<file path="config.mk">
export PLATFORM = sky130hd
export DESIGN_NAME = lfsr_seg
export DESIGN_NICKNAME = d
export VERILOG_FILES = /design/src/rtl/lfsr_pkg.sv /design/src/rtl/hex7seg.sv /design/src/rtl/lfsr_seg.sv
export SDC_FILE = /design/constraint.sdc
export NUM_CORES = 1
export LEC_CHECK = 0
export ABC_AREA = 1
export ABC_CLOCK_PERIOD_IN_PS = 2000
export CORE_MARGIN = 2
export CORE_UTILIZATION = 47
export DETAILED_ROUTE_END_ITERATION = 10
export PLACE_DENSITY = 0.76
export REMOVE_ABC_BUFFERS = 1
export SYNTH_ARGS = -nofsm -noshare
export SYNTH_HDL_FRONTEND = slang
export SYNTH_SLANG_ARGS = --single-unit
</file>
<file path="constraint.sdc">
create_clock -name clk -period 2 [get_ports clk]
set_clock_uncertainty 0.1 [all_clocks]
set_input_delay 0.5 -clock clk [delete_from_list [all_inputs] [get_ports clk]]
set_output_delay 0.5 -clock clk [all_outputs]
set_load 0.005 [all_outputs]
</file>
<file path="src/rtl/lfsr_pkg.sv">
// Shared definitions for the LFSR display slice: step-mode encodings and the
// active-low seven-segment glyph table used by every hex digit decoder.
package lfsr_pkg;

  // Step mode selected by the mode input.
  typedef enum logic {
    LFSR_FIB = 1'b0,
    LFSR_GAL = 1'b1
  } lfsr_mode_e;

  // Glyphs 0-F, segment order {a,b,c,d,e,f,g,dp}, a in the MSB, 0 = lit,
  // decimal point always dark. 'b' and 'd' are the lower-case forms.
  localparam logic [7:0] SEG_GLYPH [16] = '{
    8'h03,  // 0
    8'h9F,  // 1
    8'h25,  // 2
    8'h0D,  // 3
    8'h99,  // 4
    8'h49,  // 5
    8'h41,  // 6
    8'h1F,  // 7
    8'h01,  // 8
    8'h09,  // 9
    8'h11,  // A
    8'hC1,  // b
    8'h63,  // C
    8'h85,  // d
    8'h61,  // E
    8'h71   // F
  };

endpackage

</file>
<file path="src/rtl/hex7seg.sv">
// One hex digit to active-low seven-segment decoder.
module hex7seg
  import lfsr_pkg::*;
(
  input  logic [3:0] digit,
  output logic [7:0] seg
);

  // Look up the glyph for the nibble; every code has an explicit arm.
  always_comb begin
    case (digit)
      4'h0:    seg = SEG_GLYPH[0];
      4'h1:    seg = SEG_GLYPH[1];
      4'h2:    seg = SEG_GLYPH[2];
      4'h3:    seg = SEG_GLYPH[3];
      4'h4:    seg = SEG_GLYPH[4];
      4'h5:    seg = SEG_GLYPH[5];
      4'h6:    seg = SEG_GLYPH[6];
      4'h7:    seg = SEG_GLYPH[7];
      4'h8:    seg = SEG_GLYPH[8];
      4'h9:    seg = SEG_GLYPH[9];
      4'hA:    seg = SEG_GLYPH[10];
      4'hB:    seg = SEG_GLYPH[11];
      4'hC:    seg = SEG_GLYPH[12];
      4'hD:    seg = SEG_GLYPH[13];
      4'hE:    seg = SEG_GLYPH[14];
      4'hF:    seg = SEG_GLYPH[15];
      // NOTE: a default arm (even if unreachable) keeps the combinational output assigned on every path, so no latch is inferred.
      default: seg = 8'hFF;
    endcase
  end

endmodule

</file>
<file path="src/rtl/lfsr_seg.sv">
// Fibonacci/Galois LFSR with cycle-length measurement and a hex display of
// the current register on active-low seven-segment digits.
module lfsr_seg
  import lfsr_pkg::*;
#(
  parameter  int               WIDTH = 8,
  parameter  logic [WIDTH-1:0] TAPS  = WIDTH'(8'h1D),
  localparam int               NDIG  = (WIDTH + 3) / 4
) (
  input  logic                clk,
  input  logic                rst,
  input  logic [WIDTH-1:0]    seed,
  input  logic                load,
  input  logic                en,
  input  logic                mode,
  output logic [WIDTH-1:0]    state,
  output logic [NDIG*8-1:0]   hex,
  output logic                lockup,
  output logic [WIDTH-1:0]    period,
  output logic                period_vld
);

  logic [WIDTH-1:0]  ref_q;      // state the current measurement started from
  logic [WIDTH-1:0]  cnt_q;      // steps taken since ref_q was last seen
  logic [WIDTH-1:0]  nxt;        // state after one step in the selected mode
  logic [WIDTH-1:0]  cnt_inc;    // saturating cnt_q + 1
  logic [NDIG*4-1:0] state_pad;  // state widened to whole nibbles

  assign lockup = (state == '0);

  // Next state for one step; mode is sampled every step so it may change mid-run.
  always_comb begin
    nxt = {^(state & TAPS), state[WIDTH-1:1]};
    if (mode == LFSR_GAL) begin
      nxt = (state >> 1) ^ (state[0] ? TAPS : '0);
    end
  end

  // Step counter advance, holding at all-ones instead of wrapping.
  always_comb begin
    cnt_inc = (&cnt_q) ? cnt_q : cnt_q + WIDTH'(1);
  end

  // Register update with priority rst > load > en; no request holds everything.
  always_ff @(posedge clk) begin
    if (rst) begin
      // NOTE: sequential state uses non-blocking assignments so every register samples pre-edge values.
      state      <= WIDTH'(1);
      ref_q      <= WIDTH'(1);
      cnt_q      <= '0;
      period     <= '0;
      period_vld <= 1'b0;
    end else if (load) begin
      state      <= seed;
      ref_q      <= seed;
      cnt_q      <= '0;
      period_vld <= 1'b0;
    end else if (en) begin
      state <= nxt;
      // The all-zero state trivially "returns" to itself; that is a lockup,
      // not a cycle, so it never produces a measurement.
      if ((nxt == ref_q) && !lockup) begin
        period     <= cnt_inc;
        period_vld <= 1'b1;
        cnt_q      <= '0;
      end else begin
        cnt_q <= cnt_inc;
      end
    end
  end

  // Zero-extend state so the top digit reads missing high bits as 0.
  always_comb begin
    state_pad               = '0;
    state_pad[WIDTH-1:0]    = state;
  end

  for (genvar i = 0; i < NDIG; i++) begin : g_digit
    hex7seg u_hex7seg (
      .digit (state_pad[4*i +: 4]),
      .seg   (hex[8*i +: 8])
    );
  end

endmodule
</file>
==> results of run 1 <==
## metal layers
metal	part of all wire, %	up-vias
li1	-	1395
met1	40	1299
met2	51	115
met3	5.8	24
met4	2.2	0
met5	0	-
## final timing paths
check / from / endpoint / slack, ns
max: seed[4] / g_digit[1].u_hex7seg.seg[3]$_DFF_P_ / 0.01
min: period_vld$_SDFFE_PP0P_ / period_vld$_SDFFE_PP0P_ / 0.38
max reg2reg: state[0]$_SDFFE_PP1N_ / g_digit[1].u_hex7seg.seg[3]$_DFF_P_ / 0.03
min reg2reg: period_vld$_SDFFE_PP0P_ / period_vld$_SDFFE_PP0P_ / 0.38
## layout make-up
class,count,area (µm²)
clock buffers,5,68.82
fillers,382,1371
inverters,53,202.7
clock inverters,3,67.56
multi-input cells,274,1556
well taps,70,87.58
repair buffers,101,872.1
flip-flops and latches,47,945.9
## synthesized netlist by cell type (2+ instances only)
cell | instances | area, µm²
nand2_1 | 118 | 442.9
inv_1 | 49 | 183.9
dfxtp_1 | 47 | 940.9
nor2_1 | 38 | 142.6
nand3_1 | 27 | 135.1
o21ai_0 | 25 | 125.1
ha_1 | 15 | 187.7
a21oi_1 | 13 | 65.06
o22ai_1 | 7 | 43.79
buf_4 | 5 | 37.54
nand2_2 | 5 | 31.28
o211ai_1 | 4 | 30.03
clkbuf_1 | 3 | 11.26
inv_2 | 3 | 11.26
nand3_2 | 3 | 30.03
a31oi_1 | 2 | 12.51
nor2_2 | 2 | 12.51
xnor2_1 | 2 | 17.52
xor2_1 | 2 | 17.52
## flip-flops by register name (all words and copies together), names as in the netlist
name and count:
period 8, g_digit.u_hex7seg.seg 14, state 8, ref_q 8, period_vld 1, cnt_q 8
## cells by family after synthesis
kind of cell	count (synthesis)	share of synthesized area, %
AO/OA/AOI/OAI	55	11.89
XOR/XNOR	4	1.371
adder cells (fa/ha/maj)	15	7.342
buffers and inverters	63	10.38
flip-flops	47	36.81
other	1	0.1467
AND/OR/NAND/NOR	196	32.06
## power groups by stage
stage,clock network (mW),registers (mW),logic (mW)
final,0.838,1.02,0.623
after global routing,0.873,1.03,0.676
after CTS,0.840,1.02,0.536
after detailed placement,0,1.04,0.527
after global placement,0,1.04,0.518
after floorplan,0,1.05,0.226
## worst max-delay path, cell delays in order
cell             delay, ns
clkdlybuf4s50_1       0.46
nand2_1               0.07
a21boi_2              0.16
o21ai_2               0.08
inv_1                 0.08
nor2_2                0.13
inv_2                 0.09
ha_1                  0.21
o21ai_0               0.19
nand2_1               0.07
o21ai_0               0.07
## what timing repair did
action | 4_1_cts | 5_1_grt
setup buffers | 0 | 2
pin swaps | 1 | 12
endpoints found under the hold margin | 0 | 0
gates resized for setup | 14 | 68
endpoints found under the setup margin | 33 | 33
cloned | 0 | 2
==> qor.yml, run 1 <==
pwr-share-comb_pct: 25.1
rr_worst_depth: 12
cts_hold_buf: 0
status: "completed"
critPathKind: "input port to register"
avgSynthCellArea_um2: 6.709
rows: 26
fmax_mhz: 503.8
drt_wl_total_mm: 7.600
startpoint_type: "input port"
p_sw_mw: 0.6851
rsz0062_at_grt: "yes"
ant_nets: 0
ys_seq_area_share_pct: 36.81
power.internal_mw: 1.800
fin_cells: 553
die_width_um: 77.75
clkTransAtPathRegs_ns: 0.08
antenna_found_initial: 0
h-tree-depth: 2
pre_cts_ws_ns: -0.6178
grt_util_met1_pct: 27.10
min_path_cells: 2
place_area_um2: 3448
vdd_drop_max_v: 0.0003835
cp_max_fo: 4
ioPinCount: 47
port_buffers: 44
dp_hpwl_mm: 4.866
die_area_um2: 6044
vias_per_cell: 5.123
timing.final.crit_share_pct: 99.25
slew_viol_final: 0
p_per_area_nw_per_um2: 653.8
initial_core_util_pct: 49.42
fp.dieH_um: 77.75
core_area_um2: 5172
required_ns: 2.13
clock-sinks: 47
cts-root-buf: "clkbuf_8"
grt_max_degree: 16
mostFrequentLayoutCells: "nand2_1 (104), buf_4 (53), dfxtp_1 (43)"
busiest_layer: "met2"
syn_to_final_growth_pct: 48.70
leakage_nw: 1.787
cts_buffers: 5
hold_class: "register to register"
setup-tns-final_ns: 0
async_reset_ff_share_pct: 0
cts_tree: "yes"
gp_congestion: 0.9084
dp.cells: 541
report.final.setup_viol: 0
clock_path_buffers: 2
overflow: 0
arrival_ns: 2.11
p_clk_share_pct: 33.7
grt_pass1_wl_mm: 10.78
ys_ff_latch: 47
p_seq_share_pct: 41.2
utilization_pct: 73.49
remaining_drc_errors: 0
wl_per_cell_um: 13.74
timing.hold.ws_ns: 0.3838
track_usage_pct: 21.84
finalPower_mw: 2.485
drtIter0Drc: 147
diodes: 0
ys_types: 30
dr.pass1.iters: 5
syn_inst: 381
num_vias: 2833
gr-usage-met3_pct: 4.070
yosys_warnings: 0
synth_edf_count: 0
fin_area_um2: 3801
use_met2_pct: 37.67
nets: 510
timing.final.ws_setup_ns: 0.01496
maxCapViolCount: 0
cp-end-kind: "register"
ys.flop_type: "dfxtp_1"
syn_area_um2: 2556
drive_gt1_share_pct: 26.92
first_global_vias: 2488
p_sw_share_pct: 27.57
clock_latency_ns: 0.31
finalHoldViolCount: 0
period_minus_slack_ns: 1.985
layout_commonest_cell: "nand2_1"
Note: power is estimated with default switching activity, not from simulation.
==> inputs of run 2 (changes only) <==
--- a/config.mk
+++ b/config.mk
@@ -8,3 +8,3 @@
 export ABC_AREA = 1
-export ABC_CLOCK_PERIOD_IN_PS = 2000
+export ABC_CLOCK_PERIOD_IN_PS = 1800
 export CORE_MARGIN = 2
==> constraint.sdc (replaced) <==
create_clock -name clk -period 1.8 [get_ports clk]
set_clock_uncertainty 0.1 [all_clocks]
set_input_delay 0.18 -clock clk [delete_from_list [all_inputs] [get_ports clk]]
set_output_delay 0.18 -clock clk [all_outputs]
set_load 0.005 [all_outputs]
==> run 2 against run 1 <==
The flow now finishes with violations (setup timing). Combinational power up 36%. Via count rose by 9.4%. Utilization increased by 6.2 points. Power grew 18%. Critical path depth rose by 1. Critical endpoint unchanged. Highest routed layer unchanged.
==> qor.yml, run 2 (synthesized netlist as in run 1, its figures left out) <==
ant_nets: 0
finalHoldViolCount: 0
dr.pass1.iters: 6
hold_class: "input port to register"
period_minus_slack_ns: 1.947
fmax_mhz: 513.7
h-tree-depth: 2
utilization_pct: 79.66
drtIter0Drc: 281
layout_commonest_cell: "nand2_1"
setup-tns-final_ns: -1.041
gp_congestion: 0.8675
initial_core_util_pct: 49.42
maxCapViolCount: 0
antenna_found_initial: 0
timing.hold.ws_ns: 0.3311
p_per_area_nw_per_um2: 708.9
rsz0062_at_grt: "yes"
num_vias: 3099
die_width_um: 77.75
pwr-share-comb_pct: 29.0
largest_register_ffs: 14
grt_max_degree: 16
drive_gt1_share_pct: 35.08
failed_checks: "setup timing"
place_area_um2: 3481
startpoint_type: "register"
cts-root-buf: "clkbuf_8"
fillCellCount: 309
die_area_um2: 6044
required_ns: 1.94
ff2ff_setup_slack_ns: -0.15
p_seq_share_pct: 39.0
leakage_nw: 1.925
dp.cells: 547
clock_path_buffers: 2
cts_tree: "yes"
status: "complete, but fails checks"
p_sw_share_pct: 29.39
fp.dieH_um: 77.75
pre_cts_ws_ns: -0.6202
timing.final.ws_setup_ns: -0.1466
wl_per_cell_um: 15.97
vias_per_cell: 5.475
diodes: 0
nets: 523
port_buffers: 44
clock-sinks: 47
first_global_vias: 2659
grt_pass1_wl_mm: 11.54
overflow: 0
mostFrequentLayoutCells: "nand2_1 (91), buf_4 (62), dfxtp_1 (42)"
dp_hpwl_mm: 4.987
cp-end-kind: "register"
arrival_ns: 2.09
rows: 26
core_area_um2: 5172
syn_to_final_growth_pct: 61.18
clkTransAtPathRegs_ns: 0.09
p_sw_mw: 0.8584
clock_latency_ns: 0.31
cp_max_fo: 7
report.final.setup_viol: 19
fin_area_um2: 4120
finalPower_mw: 2.921
ioPinCount: 47
power.internal_mw: 2.063
critPathKind: "register to register"
timing.final.crit_share_pct: 108.1
drt_wl_total_mm: 9.041
fin_cells: 566
cts_hold_buf: 0
slew_viol_final: 0
track_usage_pct: 23.62
remaining_drc_errors: 0
p_clk_share_pct: 32.0
cts_buffers: 5
vdd_drop_max_v: 0.0003928
-- run 2: cell types whose count changed in the layout (fill, tap and decap cells not counted), sizes merged --
cell | before | now
buf | 57 | 70
clkbuf | 9 | 6
dlygate4sd2 | 0 | 3
nand2 | 123 | 124
nand3 | 32 | 31
-- run 2: worst paths after layout --
path	from	to	depth (start not counted)
worst max register to register	state[0]$_SDFFE_PP1N_	g_digit[1].u_hex7seg.seg[3]$_DFF_P_	12
worst max-delay path	state[0]$_SDFFE_PP1N_	g_digit[1].u_hex7seg.seg[3]$_DFF_P_	12
worst min register to register	ref_q[5]$_SDFFE_PP0P_	ref_q[5]$_SDFFE_PP0P_	2
worst min-delay path	en	period_vld$_SDFFE_PP0P_	3
-- run 2: area by class of cell --
class                           instances  area [µm²]  share of cell area [%]
Multi-Input combinational cell        274        1747                   42.39
Timing Repair Buffer                  114       987.2                   23.96
Sequential cell                        47       947.2                   22.99
Inverter                               53       215.2                   5.223
Tap cell                               70       87.58                   2.126
Clock buffer                            5       68.82                   1.670
Clock inverter                          3       67.56                   1.640
-- run 2: power by group through the flow --
stage / sequential [mW] / clock (mW) / combinational (mW)
floorplan: 1.16 / 0 / 0.251
CTS: 1.13 / 0.934 / 0.672
detailed placement: 1.16 / 0 / 0.591
finish: 1.14 / 0.935 / 0.846
global route: 1.15 / 0.974 / 0.894
global placement: 1.15 / 0 / 0.579
-- run 2: worst max-delay path, stage by stage (launching register included) --
cell     delay [ns]
dfxtp_2        0.36
buf_6          0.14
nand2_4        0.07
nand2_4        0.09
nand2_2        0.05
o21ai_2        0.20
inv_2          0.08
nor2_4         0.13
inv_4          0.07
ha_1           0.20
o21ai_1        0.21
nand2_1        0.11
o21ai_0        0.08
-- run 2: what timing repair did --
item / CTS / global route
cloned: 1 / 1
buffers inserted: 6 / 4
endpoints found under the setup margin: 33 / 33
pin swaps: 14 / 31
gates resized for setup: 52 / 87
-- run 2: metal layers --
layer	track usage, %	share of wire, %
met5	0	0
met4	7.500	4.6
met3	3.721	6.5
met2	44.31	49
met1	27.05	40
